$ cat config.mk
export PLATFORM = sky130hd
export DESIGN_NAME = sar_ctrl
export DESIGN_NICKNAME = d
export VERILOG_FILES = /design/src/rtl/sar_pkg.sv /design/src/rtl/sar_phase_counter.sv /design/src/rtl/sar_ctrl.sv
export SDC_FILE = /design/constraint.sdc
export NUM_CORES = 1
export LEC_CHECK = 0
export BUFFER_PORTS_ARGS = -buffer_cell sky130_fd_sc_hd__buf_2
export CAP_MARGIN = 25
export CORE_ASPECT_RATIO = 0.9
export CORE_MARGIN = 1.5
export CORE_UTILIZATION = 55
export CTS_CLUSTER_SIZE = 28
export DETAILED_ROUTE_END_ITERATION = 12
export PLACE_DENSITY = 0.78
export SKIP_CTS_REPAIR_TIMING = 1
export SLEW_MARGIN = 20
export SYNTH_ARGS = -nofsm -noshare
export SYNTH_HDL_FRONTEND = slang
export SYNTH_SLANG_ARGS = --single-unit
$ cat constraint.sdc
create_clock -name clk_in -period 3 [get_ports clk_in]
set_input_delay 0.15 -clock clk_in [delete_from_list [all_inputs] [get_ports clk_in]]
set_output_delay 0.15 -clock clk_in [all_outputs]
set_load 0.05 [all_outputs]
$ cat src/rtl/sar_pkg.sv
// sar_pkg: shared definitions for the tiny-SAR ADC sequencer.
//   - sar_state_e : sequencer FSM encoding (IDLE=0, SAMPLE=1, CONVERT=2, DONE=3)
//   - SAR_*_DEF   : default resolution/timing, shared with the clock generator
//                   and the result FIFO
//   - sar_max     : helper for sizing counters from two timing parameters
package sar_pkg;

  typedef enum logic [1:0] {
    ST_IDLE    = 2'd0,
    ST_SAMPLE  = 2'd1,
    ST_CONVERT = 2'd2,
    ST_DONE    = 2'd3
  } sar_state_e;

  localparam int SAR_N_BITS_DEF         = 8;
  localparam int SAR_SAMPLE_CYCLES_DEF  = 2;
  localparam int SAR_CYCLES_PER_BIT_DEF = 1;

  function automatic int sar_max(input int a, input int b);
    return (a > b) ? a : b;
  endfunction

endpackage

$ cat src/rtl/sar_phase_counter.sv
// sar_phase_counter: loadable down-counter with terminal-count flag.
// Times both the sample window and each bit trial. Loading N-1 makes tc_o
// assert on the N-th cycle after the load. The counter parks at zero rather
// than wrapping.
// Ports:
//   clk_i      : clock (rising edge)
//   rst_i      : synchronous active-high reset
//   load_i     : load load_val_i this cycle (takes priority over counting)
//   load_val_i : value to load
//   tc_o       : count has reached zero
module sar_phase_counter #(
  parameter int W = 2
) (
  input  logic         clk_i,
  input  logic         rst_i,
  input  logic         load_i,
  input  logic [W-1:0] load_val_i,
  output logic         tc_o
);

  logic [W-1:0] cnt_q;

  always_ff @(posedge clk_i) begin
    if (rst_i)               cnt_q <= '0;
    else if (load_i)         cnt_q <= load_val_i;
    else if (cnt_q != '0)    cnt_q <= cnt_q - 1'b1;
  end

  assign tc_o = (cnt_q == '0);

endmodule

$ cat src/rtl/sar_ctrl.sv
// sar_ctrl: successive-approximation sequencer for the tiny-SAR ADC.
// Runs the S/H window, walks the DAC trial code MSB->LSB from the comparator
// decision, and publishes the result with a one-cycle valid strobe.
// All outputs are registered: the comb block computes next-cycle values.
// Ports:
//   clk_in     : SAR operation clock
//   rst        : synchronous active-high reset
//   start      : conversion request (level; held high = continuous)
//   cmp_in     : comparator, 1 = Vin >= Vdac (keep trial bit)
//   sample_en  : S/H switch enable
//   dac_code   : trial code to the capacitive DAC
//   data_out   : last completed conversion
//   data_valid : one-cycle strobe with a new data_out
//   busy       : high in SAMPLE, CONVERT, DONE
//   overrun    : one-cycle pulse, start seen during SAMPLE/CONVERT
module sar_ctrl
  import sar_pkg::*;
#(
  parameter int N_BITS         = SAR_N_BITS_DEF,
  parameter int SAMPLE_CYCLES  = SAR_SAMPLE_CYCLES_DEF,
  parameter int CYCLES_PER_BIT = SAR_CYCLES_PER_BIT_DEF
) (
  input  logic              clk_in,
  input  logic              rst,
  input  logic              start,
  input  logic              cmp_in,
  output logic              sample_en,
  output logic [N_BITS-1:0] dac_code,
  output logic [N_BITS-1:0] data_out,
  output logic              data_valid,
  output logic              busy,
  output logic              overrun
);

  localparam int CNT_W = $clog2(sar_max(SAMPLE_CYCLES, CYCLES_PER_BIT) + 1);
  localparam int IDX_W = $clog2(N_BITS);
  localparam logic [CNT_W-1:0]  SAMPLE_LD = CNT_W'(SAMPLE_CYCLES - 1);
  localparam logic [CNT_W-1:0]  BIT_LD    = CNT_W'(CYCLES_PER_BIT - 1);
  localparam logic [IDX_W-1:0]  IDX_TOP   = IDX_W'(N_BITS - 1);
  localparam logic [N_BITS-1:0] ONE       = N_BITS'(1);
  localparam logic [N_BITS-1:0] TOP_BIT   = ONE << (N_BITS - 1);

  sar_state_e        state_q, state_d;
  logic [IDX_W-1:0]  idx_q, idx_d;
  logic [N_BITS-1:0] dac_q, dac_d, dout_q, dout_d;
  logic              se_q, se_d, vld_q, vld_d, busy_q, busy_d, ovr_q, ovr_d;
  logic              cnt_load, cnt_tc;
  logic [CNT_W-1:0]  cnt_val;
  logic [N_BITS-1:0] bit_cur, bit_nxt, kept;

  sar_phase_counter #(.W(CNT_W)) u_phase (
    .clk_i      (clk_in),
    .rst_i      (rst),
    .load_i     (cnt_load),
    .load_val_i (cnt_val),
    .tc_o       (cnt_tc)
  );

  // Trial bit under test, the next one down, and the code after this decision.
  assign bit_cur = ONE << idx_q;
  assign bit_nxt = ONE << (idx_q - 1'b1);
  assign kept    = cmp_in ? dac_q : (dac_q & ~bit_cur);

  always_comb begin
    state_d  = state_q;
    idx_d    = idx_q;
    dac_d    = dac_q;
    dout_d   = dout_q;
    se_d     = 1'b0;
    vld_d    = 1'b0;
    busy_d   = 1'b0;
    ovr_d    = 1'b0;
    cnt_load = 1'b0;
    cnt_val  = SAMPLE_LD;
    unique case (state_q)
      ST_IDLE: begin
        dac_d = '0;
        if (start) begin
          state_d  = ST_SAMPLE;
          se_d     = 1'b1;
          busy_d   = 1'b1;
          cnt_load = 1'b1;
        end
      end
      ST_SAMPLE: begin
        busy_d = 1'b1;
        ovr_d  = start;
        if (cnt_tc) begin
          state_d  = ST_CONVERT;
          idx_d    = IDX_TOP;
          dac_d    = TOP_BIT;
          cnt_load = 1'b1;
          cnt_val  = BIT_LD;
        end else begin
          se_d = 1'b1;
        end
      end
      ST_CONVERT: begin
        busy_d = 1'b1;
        ovr_d  = start;
        // Comparator only matters on the last cycle of a trial.
        if (cnt_tc) begin
          if (idx_q == '0) begin
            state_d = ST_DONE;
            dac_d   = kept;
            dout_d  = kept;
            vld_d   = 1'b1;
          end else begin
            idx_d    = idx_q - 1'b1;
            dac_d    = kept | bit_nxt;
            cnt_load = 1'b1;
            cnt_val  = BIT_LD;
          end
        end
      end
      ST_DONE: begin
        dac_d = '0;
        if (start) begin
          state_d  = ST_SAMPLE;
          se_d     = 1'b1;
          busy_d   = 1'b1;
          cnt_load = 1'b1;
        end else begin
          state_d = ST_IDLE;
        end
      end
      default: state_d = ST_IDLE;
    endcase
  end

  always_ff @(posedge clk_in) begin
    if (rst) begin
      state_q <= ST_IDLE;
      idx_q   <= '0;
      dac_q   <= '0;
      dout_q  <= '0;
      se_q    <= 1'b0;
      vld_q   <= 1'b0;
      busy_q  <= 1'b0;
      ovr_q   <= 1'b0;
    end else begin
      state_q <= state_d;
      idx_q   <= idx_d;
      dac_q   <= dac_d;
      dout_q  <= dout_d;
      se_q    <= se_d;
      vld_q   <= vld_d;
      busy_q  <= busy_d;
      ovr_q   <= ovr_d;
    end
  end

  assign sample_en  = se_q;
  assign dac_code   = dac_q;
  assign data_out   = dout_q;
  assign data_valid = vld_q;
  assign busy       = busy_q;
  assign overrun    = ovr_q;

endmodule

# Yosys cells after proc, flatten, opt, wreduce, memory -nomap -nowiden
# Cells that the tools add are included.
# totals
ff_bits	27
in_bits	4
out_inout_bits	20
elab_cells	71
# op_classes
addsub	2
eq_ne	8
n_shift	2
n_mux	30
bitwise_logic	6
n_reduce_logical	14
# ops
op	n
2-to-1 mux 8 bit	4
case mux 8 bit (3 select lines)	1
<< shifter 1 x 3 -> 8 bit (first input constant)	2
2-to-1 mux 2 bit	6
2-to-1 mux 1 bit	10
inequality test 2 bit (second input constant)	5
2-to-1 mux 3 bit	3
AND 8 bit	1
NOT 8 bit	1
bitwise OR 8 bit	1
case mux 2 bit (4 select lines)	1
AND reduction 4 bit	2
case mux 1 bit (2 select lines)	3
case mux 3 bit (2 select lines)	1
nonzero test 2 bit	3
OR reduction 2 bit	3
== test 2 bit (second input constant)	2
zero test 2 bit	2
zero test 3 bit	1
NOT 1 bit	3
case mux 1 bit (3 select lines)	1
AND reduction 3 bit	1
OR reduction 3 bit	1
subtractor 3 x 1 -> 3 bit (second input constant)	1
3 further kinds	3

# Longest topological paths before layout
# Gate-level depths: netlist of the first run.
# logic_depth
ltp_word	8
mapped_depth	8
mapped_depth_nobuf	7

# By module
# From an unflattened synthesis of the first run, not the netlist that was laid out.
# hier_totals
cells_unflattened	179
area_unflattened_um2	1522.7
# by_module_without_submodules
mod	instances	cells_per_inst	area_per_inst_um2	seq_area_each_um2
sar_ctrl	1	167	1401.3	500.5
sar_phase_counter	1	12	121.4	40.0

# Least setup slack after synthesis of the first run
# No wires, ideal clock.
# synth_path
path_kind	register to register
from	register idx_q[0]
to	register dac_q[4] (netlist: dac_code[4])
setup_time_ns	0.060
arrival_time_ns	1.579
required_time_ns	2.940
setup_slack_ns	1.360
stages_incl_launch_ff	8
path_buffers	0
synth_period_minus_slack_ns	1.640
cell_sequence	dfxtp_1 > inv_1 > ha_1 > ha_1 > nand2b_1 > and3_1 > o21ai_0 > a22o_1
# synth_via
elab_chain_cells	8
word_cells_on_any_way	11
cone_classes	add/sub: 1; shift: 2; mux: 4; bitwise: 3; reduce/logical: 1
# synth_rtl
item	line	rtl
start: declaration	sar_ctrl.sv:44	logic [IDX_W-1:0] idx_q, idx_d;
start signal: assignment	sar_ctrl.sv:143	idx_q <= idx_d;
parallel branches: the longest is 5 deep, another holds subtractor 3 x 1 -> 3 bit	-	
2-to-1 mux 8 bit (*)	sar_ctrl.sv:103	if (idx_q == '0) begin
2-to-1 mux 8 bit (*)	sar_ctrl.sv:102	if (cnt_tc) begin
case mux 8 bit (3 select lines) (*)	sar_ctrl.sv:75	unique case (state_q)
end signal: assignment	sar_ctrl.sv:135	dac_q <= '0;
end signal: assignment	sar_ctrl.sv:144	dac_q <= dac_d;
end: declaration	sar_ctrl.sv:45	logic [N_BITS-1:0] dac_q, dac_d, dout_q, dout_d;
# Mark *: on every way between the ends. The select of a mux whose other input is x is not followed.
# A chain may end at the register's enable or synchronous reset.

# Worst setup path after layout of the first run
# layout_path
from	register state_q[0]
to	register dac_q[3] (netlist: dac_code[3])
# layout_via
elab_chain_cells	3
word_cells_on_any_way	9
cone_classes	eq/ne: 5; mux: 1; reduce/logical: 3
# layout_rtl
item	line	rtl
start: declaration	sar_ctrl.sv:43	sar_state_e state_q, state_d;
start signal: assignment	sar_ctrl.sv:142	state_q <= state_d;
== test 2 bit (tied with other cells)	sar_ctrl.sv:75	
OR reduction 2 bit (no source line) or inequality test 2 bit (tied branches)	-	
case mux 8 bit (3 select lines) or AND reduction 2 bit (tied branches)	-	
# Several ways; a longest one is shown, not always the timed one.

==> results of run 1 <==
## worst max-delay path by stage
stage	depth (start not counted)	start	slack [ps]	endpoint
5_1_grt	6	state_q[0]	770	data_out[1]
6_report	6	state_q[0]	990	dac_code[3]
4_1_cts	6	state_q[0]	960	data_out[2]
3_5_place_dp	6	state_q[0]	980	data_out[2]
3_3_place_gp	6	state_q[0]	1110	dac_code[3]
2_1_floorplan	7	idx_q[0]	1360	dac_code[4]
## stage by stage
stage	cell area, sq um	instances
finish	1600	215
global route	1600	215
global placement	1570	211
floorplan	1460	167
CTS	1600	215
detailed placement	1570	211
## kinds of logic (layout without fill, tap and decap cells)
family	Yosys count	in the layout
simple gates	59	59
fa+ha+maj	15	15
flops	27	27
compound gates	50	50
buf+inv	16	36
## critical path, cell delays in order (launching register included)
cell     delay [ps]
dfxtp_1         370
inv_1           140
ha_1            480
nand2_4          90
or3_1           460
o21ai_0         250
a22o_1          160
## Yosys cell counts (all sizes together)
cell type  instances  area share, %
a2111oi            1            1.9
a211oi             3            1.5
a21boi             2            1.0
a21o               1           0.51
a21oi             15            5.1
a22o               4            2.4
a22oi              4            2.1
a31oi              2           0.86
a32o               2            1.4
and2               5            2.1
and2b              1           0.51
and3               1           0.43
buf                5            2.7
clkbuf             2           0.51
dfxtp             27             37
ha                15             13
inv                9            2.3
nand2             11            3.3
nand2b             3            1.5
nand3              3            1.0
nand3b             1           0.51
nand4              1           0.43
nand4b             1           0.60
nor2              20            5.3
nor2b              4            1.7
nor3               3            1.8
nor3b              2            1.0
o211a              1           0.68
o211ai             2            1.0
o21ai             11            3.8
o22ai              2           0.86
or2                1           0.43
or3                2           0.86
## per-layer routing
metal  track usage, %  up-vias
li1                 -      624
met4             6.59        0
met2             31.3       42
met3             5.47        7
met5                0        -
met1             28.6      602
## sequential cells by signal, indices dropped and copies added (netlist names)
register       cells
dac_code           8
idx_q              3
data_out           8
busy               1
state_q            2
data_valid         1
u_phase.cnt_q      2
overrun            1
sample_en          1
## power by group
group | leakage [uW] | internal (uW) | switching (uW)
logic | 0.000459 | 324 | 594
registers | 0.000220 | 423 | 53.9
clock network | 0.0000139 | 51.2 | 114
total | 0.000693 | 797 | 762
## final cells by class
class	instances	area (sq um)	share of cell area, %
flip-flops and latches	27	541	33.9
clock inverters	1	7.51	0.471
multi-input cells	124	841	52.7
inverters	9	33.8	2.12
repair buffers	23	115	7.22
well taps	28	35.0	2.20
clock buffers	3	22.5	1.41
==> impl_metrics.tcl, run 1 <==
set metrics [dict create \
    outcome "finished, final reports clean" \
    final_common_cell "dfxtp_1" \
    startpoint_type "register" \
    vias 1275 \
    grt-ovfl-total 0 \
    n_antenna_cell 0 \
    ys_types 39 \
    worstPathRequired_ps 3290 \
    met2_length_microns 1350 \
    antenna_left 0 \
    synth_area_sq_um 1460 \
    post-route-util_pct 64.1 \
    timing.rr.start "state_q[0]" \
    cts.sinks 27 \
    synth_top_family_by_area "compound AO/OA/AOI/OAI gates" \
    antenna_found_initial 0 \
    area_growth_pct 9.07 \
    place_ws_ps 984 \
    grt_pass1_vias 1038 \
    syn_nets 186 \
    cts.clk_slew.worst_paths_ps 150 \
    ios 24 \
    r2r_cells 6 \
    min_path_type "input pin to register" \
    leakage_uw 0.000693 \
    slew_headroom_pct 67.7 \
    place.gp.congestion 0.837 \
    drc 0 \
    syn_area_per_cell_sq_um 8.76 \
    synth_simple_gate_area_share_pct 21.6 \
    cp-end-kind "register" \
    die_y_microns 51.9 \
    synth_cells 167 \
    timing.final.ws_setup_ps 995 \
    synthAdderAreaFrac_pct 12.8 \
    synth-seq-cells 27 \
    yosysWarningCount 0 \
    drt_iter0_markers 50 \
    num-fill-cells 219 \
    hold_viol 0 \
    final_nets 207 \
    core_sq_um 2490 \
    arrival_ps 2300 \
    hp-start "start" \
    fmax_ghz 0.499 \
    slew_viol_final 0 \
    p_total_uw 1560 \
    cellPowerDensity_nw_per_um2 978 \
    dieArea_sq_um 2980 \
    port_buffers 23 \
    die_w_microns 57.4 \
    layout_common_cells "dfxtp_1, buf_2, nor2_1" \
    clockBufferDepth 2 \
    synth_compound_area_share_pct 23.1 \
    grt_pass1_wl_microns 4710 \
    timing.reg2reg.setup_slack_ps 990 \
    max_cap_viol_count 0 \
    cts_inserted_buffers 3 \
    cts_htree_levels 1 \
    fin_tns_setup_ps 0 \
    worstMarginPinSlew_ps 484 \
    r2r_end "dac_code[3]" \
    synth-seq-area-share_pct 37.0 \
    post_drt_via_cell_ratio 5.93 \
    fin_hold_ws_ps 69.6 \
    dr_wl_met3_microns 144 \
    synth_mux_area_share_pct 0 \
    rsz0062_at_grt "no" \
    grt_util_all_layers_pct 20.7 \
    top_layer "met4" \
    vdd_drop_max_mv 0.689 \
    wl_met1_microns 1390 \
    clkLatencyLatePin_ps 340 \
    grt_max_degree 24 \
    start_util_pct 58.8 \
    period_share_pct 66.8 \
    dp_hpwl_microns 2240 \
    min_to "overrun" \
    critical_path_class "register to register" \
    drt-pass1-iter-count 4 \
    min_period_ps 2010 \
    finalSetupViolations 0 \
    hold_path_depth 3 \
    cp_max_fo 12 \
    synth_xor_area_share_pct 0 \
    routed_wirelength_microns 2920 \
    drive_gt1_share_pct 17.6 \
    tritoncts "yes" \
    finClkSkew_ps 3.13 \
    wl_per_cell_microns 13.6 \
    cts_root_buffer "clkbuf_4" \
    core.rowCount 17 \
]
No activity file was read; power rests on OpenSTA's default activity.
==> run 2: changes to the inputs <==
--- a/config.mk
+++ b/config.mk
@@ -5,14 +5,15 @@
 export SDC_FILE = /design/constraint.sdc
 export NUM_CORES = 1
 export LEC_CHECK = 0
+export ABC_AREA = 1
 export BUFFER_PORTS_ARGS = -buffer_cell sky130_fd_sc_hd__buf_2
 export CAP_MARGIN = 25
 export CORE_ASPECT_RATIO = 0.9
 export CORE_MARGIN = 1.5
-export CORE_UTILIZATION = 55
+export CORE_UTILIZATION = 50
 export CTS_CLUSTER_SIZE = 28
 export DETAILED_ROUTE_END_ITERATION = 12
-export PLACE_DENSITY = 0.78
+export PLACE_DENSITY = 0.75
 export SKIP_CTS_REPAIR_TIMING = 1
 export SLEW_MARGIN = 20
 export SYNTH_ARGS = -nofsm -noshare
==> constraint.sdc (replaced) <==
create_clock -name clk_in -period 1.65 [get_ports clk_in]
set_input_delay 0.0825 -clock clk_in [delete_from_list [all_inputs] [get_ports clk_in]]
set_output_delay 0.0825 -clock clk_in [all_outputs]
set_load 0.05 [all_outputs]
==> impl_metrics.tcl, run 2 <==
set metrics [dict create \
    crit_chain "inv_1 > ha_2 > inv_4 > nand2_1 > nand2_2 > inv_2 > a21oi_1 > nand3_1 > nand2_1 > inv_1" \
    critical_path_class "register to register" \
    synth-seq-area-share_pct 37.0 \
    worstPathRequired_ps 1920 \
    grt-ovfl-total 0 \
    synth_most_common_cell "nand2_1" \
    finalNonFillerCells 266 \
    cts_htree_levels 1 \
    worstMarginPinSlew_ps 370 \
    seqPwrFrac_pct 31.1 \
    port_buffers 23 \
    timing.final.ws_setup_ps 148 \
    ys_types 25 \
    cts_root_buffer "clkbuf_4" \
    max_cap_viol_count 0 \
    dp_hpwl_microns 2300 \
    ios 24 \
    yosys.area.top_type "dfxtp_1" \
    antenna_left 0 \
    syn_nets 218 \
    placed_cell_area_sq_um 1630 \
    min_path_type "input pin to register" \
    post_drt_via_cell_ratio 4.91 \
    leakage_uw 0.000789 \
    place_ws_ps 91.9 \
    cp_max_fo 8 \
    die_y_microns 54.3 \
    fmax_ghz 0.666 \
    power_switching_uw 1330 \
    finalSetupViolations 0 \
    min_period_ps 1500 \
    arrival_ps 1770 \
    vdd_drop_max_mv 0.845 \
    synth_edf_count 0 \
    final_common_cell "nand2_1" \
    tritoncts "yes" \
    drive_gt1_share_pct 22.1 \
    synthArstFlopShare_pct 0 \
    grt_pass1_wl_microns 5020 \
    intPower_uw 1360 \
    drt-pass1-iter-count 4 \
    r2r_end "dac_code[7]" \
    fin_tns_setup_ps 0 \
    outcome "finished, final reports clean" \
    start_util_pct 52.8 \
    synth-seq-cells 27 \
    critPathMaxStageDelay_ps 360 \
    die_w_microns 60.0 \
    fin_hold_ws_ps 18.2 \
    met2_length_microns 1370 \
    layout_common_cells "nand2_1, inv_1, a21oi_1, dfxtp_1, buf_2" \
    hold_viol 0 \
    dr_wl_met3_microns 116 \
    grt_pass1_vias 1135 \
    antenna_found_initial 0 \
    clockBufferDepth 2 \
    min_to "idx_q[2]" \
    place.gp.congestion 0.904 \
    timing.rr.start "state_q[0]" \
    synth_ff_type "dfxtp_1" \
    synthTopCellsByArea "dfxtp_1, ha_1, nand2_1" \
    cts_inserted_buffers 3 \
    synth_common_cells "nand2_1, dfxtp_1, a21oi_1" \
    drc 0 \
    startpoint_type "register" \
    wl_per_cell_microns 11.5 \
    syn_area_per_cell_sq_um 7.35 \
    drt_iter0_markers 63 \
    dieArea_sq_um 3260 \
    hold_path_depth 2 \
    hp-start "rst" \
    synth_cells 199 \
    area_growth_pct 15.3 \
    clockPowerShare_pct 11.3 \
    fin_area_sq_um 1690 \
    critPathSlowestCell "dfxtp_1" \
    cellPowerDensity_nw_per_um2 1590 \
    synth_area_sq_um 1460 \
    clkLatencyLatePin_ps 340 \
    grt_max_degree 17 \
    wl_met1_microns 1550 \
    r2r_cells 10 \
    slew_headroom_pct 75.1 \
    combPwrFrac_pct 57.6 \
    n_antenna_cell 0 \
    grt_util_all_layers_pct 20.7 \
    period_share_pct 91.0 \
    timing.reg2reg.setup_slack_ps 150 \
    finClkSkew_ps 11.2 \
    top_layer "met4" \
    vias 1307 \
    num-fill-cells 279 \
    cts.clk_slew.worst_paths_ps 160 \
    cp-end-kind "register" \
    yosysWarningCount 0 \
    core.rowCount 18 \
    yosysTopAreaCellShare_pct 37.0 \
    sw_frac_of_total_pct 49.3 \
    cts.sinks 27 \
    core_sq_um 2770 \
    dp.cells 262 \
    routed_wirelength_microns 3070 \
    slew_viol_final 0 \
    final_nets 246 \
]
[run 2: changes by cell type in the layout (fill, tap and decap cells not counted), moves of 5 or more]
cell / delta
inv_1: +15
and2_1: -5
nand2_1: +34
a21oi_1: +9
nand3_1: +6
[run 2: cell families (layout without fill, tap and decap cells)]
family / after synthesis / count (layout) / share of synthesized area, %
flip-flops: 27 / 27 / 37.0
AND/OR/NAND/NOR: 82 / 82 / 25.9
AO/OA/AOI/OAI: 44 / 44 / 15.6
adder cells (fa/ha/maj): 15 / 15 / 12.8
buffers and inverters: 31 / 58 / 8.73
[run 2: worst max-delay path, delay by kind of cell (launching register included)]
family	cells	cell delay, ps
adders and majority gates	1	230
DFF	1	360
AOI/OAI and AO/OA	1	140
buffers and inverters	4	340
and+or+nand+nor	4	370
[run 2: cell type report]
type | count | area, sq um | area share [%]
Multi-Input combinational cell | 141 | 813 | 48.2
Sequential cell | 27 | 544 | 32.3
Timing Repair Buffer | 27 | 145 | 8.61
Inverter | 27 | 104 | 6.16
Tap cell | 40 | 50.0 | 2.97
Clock buffer | 3 | 22.5 | 1.34
Clock inverter | 1 | 7.51 | 0.445
[run 2: worst max path at each step]
stage / start / to / slack (ps) / depth (start not counted)
floorplan: state_q[0] / state_q[0] / 160 / 8
global placement: state_q[1] / u_phase.cnt_q[0] / 170 / 8
detailed placement: state_q[1] / u_phase.cnt_q[0] / 90 / 8
CTS: state_q[1] / u_phase.cnt_q[0] / 50 / 8
global route: state_q[0] / dac_code[7] / -3 / 10
finish: state_q[0] / dac_code[7] / 150 / 10
[run 2: layer usage]
layer,up-vias,global-route usage [%]
li1,693,-
met1,584,27.6
met2,25,34.2
met3,5,4.26
met4,0,5.56
met5,-,0
[run 2: power by group through the flow]
stage	Sequential [uW]	Clock, uW	Combinational (uW)
after floorplan	986	0	1030
after global placement	841	0	1470
after detailed placement	843	0	1470
after CTS	828	316	1490
after global routing	854	341	1750
final	836	305	1550
[run 2: metrics by stage]
| stage | util (%) | total power [uW] |
|---|---|---|
| finish | 60.9 | 2690 |
| global route | 60.9 | 2940 |
| CTS | 60.1 | 2630 |
| detailed placement | 59.0 | 2320 |
| global placement | 59.0 | 2310 |
| floorplan | - | 2020 |
==> run 3: changes to the inputs <==
--- a/config.mk
+++ b/config.mk
@@ -9,11 +9,12 @@
 export BUFFER_PORTS_ARGS = -buffer_cell sky130_fd_sc_hd__buf_2
 export CAP_MARGIN = 25
 export CORE_ASPECT_RATIO = 0.9
-export CORE_MARGIN = 1.5
-export CORE_UTILIZATION = 50
+export CORE_MARGIN = 1
+export CORE_UTILIZATION = 40
+export CTS_CLUSTER_DIAMETER = 80
 export CTS_CLUSTER_SIZE = 28
 export DETAILED_ROUTE_END_ITERATION = 12
-export PLACE_DENSITY = 0.75
+export PLACE_DENSITY = 0.62
 export SKIP_CTS_REPAIR_TIMING = 1
 export SLEW_MARGIN = 20
 export SYNTH_ARGS = -nofsm -noshare
==> impl_metrics.tcl, run 3 (synthesis gave the netlist of run 2 again) <==
set metrics [dict create \
    final_common_cell "nand2_1" \
    cellPowerDensity_nw_per_um2 1620 \
    cts.sinks 27 \
    finClkSkew_ps 3.83 \
    startpoint_type "register" \
    core.rowCount 20 \
    routed_wirelength_microns 3050 \
    vdd_drop_max_mv 0.709 \
    dp_hpwl_microns 2330 \
    grt_pass1_vias 1094 \
    n_antenna_cell 0 \
    cp-end-kind "register" \
    dieArea_sq_um 3900 \
    hold_viol 0 \
    fmax_ghz 0.661 \
    grt_util_all_layers_pct 16.5 \
    area_growth_pct 16.6 \
    wl_per_cell_microns 11.3 \
    port_buffers 23 \
    post_drt_via_cell_ratio 4.77 \
    core_sq_um 3430 \
    place.gp.congestion 0.856 \
    drt_iter0_markers 59 \
    fin_area_sq_um 1710 \
    grt_max_degree 17 \
    cts_inserted_buffers 3 \
    drive_gt1_share_pct 20.8 \
    slew_viol_final 0 \
    hold_path_depth 2 \
    grt_use_met1_pct 23.6 \
    top_usage_layer "met2" \
    die_y_microns 59.4 \
    worstMarginPinSlew_ps 309 \
    min_period_ps 1510 \
    worstPathRequired_ps 1860 \
    leakage_uw 0.000797 \
    clkLatencyLatePin_ps 270 \
    tritoncts "yes" \
    die_w_microns 65.7 \
    final_nets 246 \
    layout_common_cells "nand2_1, dfxtp_1, inv_1, a21oi_1, buf_2" \
    drt-pass1-iter-count 4 \
    grt-ovfl-total 0 \
    r2r_cells 8 \
    grt_pass1_wl_microns 4910 \
    max_cap_viol_count 0 \
    p_total_uw 2760 \
    antenna_found_initial 0 \
    ios 24 \
    critical_path_class "register to register" \
    vias 1287 \
    period_share_pct 91.6 \
    cts_root_buffer "clkbuf_8" \
    slew_headroom_pct 79.3 \
    placed_cell_area_sq_um 1640 \
    cts.clk_slew.worst_paths_ps 100 \
    cts_htree_levels 1 \
    antenna_left 0 \
    grt.met2_usage_pct 25.2 \
    drc 0 \
    fin_tns_setup_ps 0 \
    cp_max_fo 5 \
    finalSetupViolations 0 \
    grt_use_met3_pct 4.04 \
    start_util_pct 42.7 \
    arrival_ps 1720 \
    min_path_type "input pin to register" \
    outcome "finished, final reports clean" \
    clockBufferDepth 2 \
]
-- run 3: cell counts in the layout (fill, tap and decap cells not counted) --
Identical to the previous run, type by type.
-- run 3: metal layers --
metal	share of wire, %	routed length, microns
met1	52	1590
met2	42	1290
met3	4.7	144
met4	0.59	18
met5	0	0
-- run 3: worst max-delay path: stages (launching register included) --
cell     delay (ps)
dfxtp_1         400
inv_1           150
ha_4            310
inv_1            90
a21oi_2         170
nand2_1          90
nand2_1          60
o21ai_0          80
a21oi_1         120
-- run 3: layout make-up --
class | instances | area, sq um
Clock buffer | 3 | 41.3
Tap cell | 44 | 55.1
Multi-Input combinational cell | 141 | 811
Clock inverter | 1 | 7.51
Sequential cell | 27 | 542
Timing Repair Buffer | 27 | 145
Inverter | 27 | 104
Fill cell | 356 | 1720
-- run 3: final timing paths --
kind | from | end | slack (ps)
worst min register to register | data_out[7] | data_out[7] | 470
worst min-delay path | rst | dac_code[2] | 110
worst max register to register | state_q[1] | u_phase.cnt_q[0] | 140
worst max-delay path | state_q[1] | u_phase.cnt_q[0] | 140
-- run 3: metrics by stage --
stage | setup slack (ps) | utilization [%] | std cells | hold slack (ps)
3_5_place_dp | 79.9 | 47.8 | 266 | 410
4_1_cts | 66.4 | 49.2 | 270 | 113
5_1_grt | -1.80 | 49.7 | 270 | 119
2_1_floorplan | 160 | - | 199 | 152
6_report | 138 | 49.7 | 270 | 108
3_3_place_gp | 164 | 47.8 | 266 | 401
-- run 3: report_power, final --
group | switching (uW) | internal (uW)
clock | 219 | 172
sequential | 64.8 | 767
combinational | 1040 | 496
total | 1320 | 1440
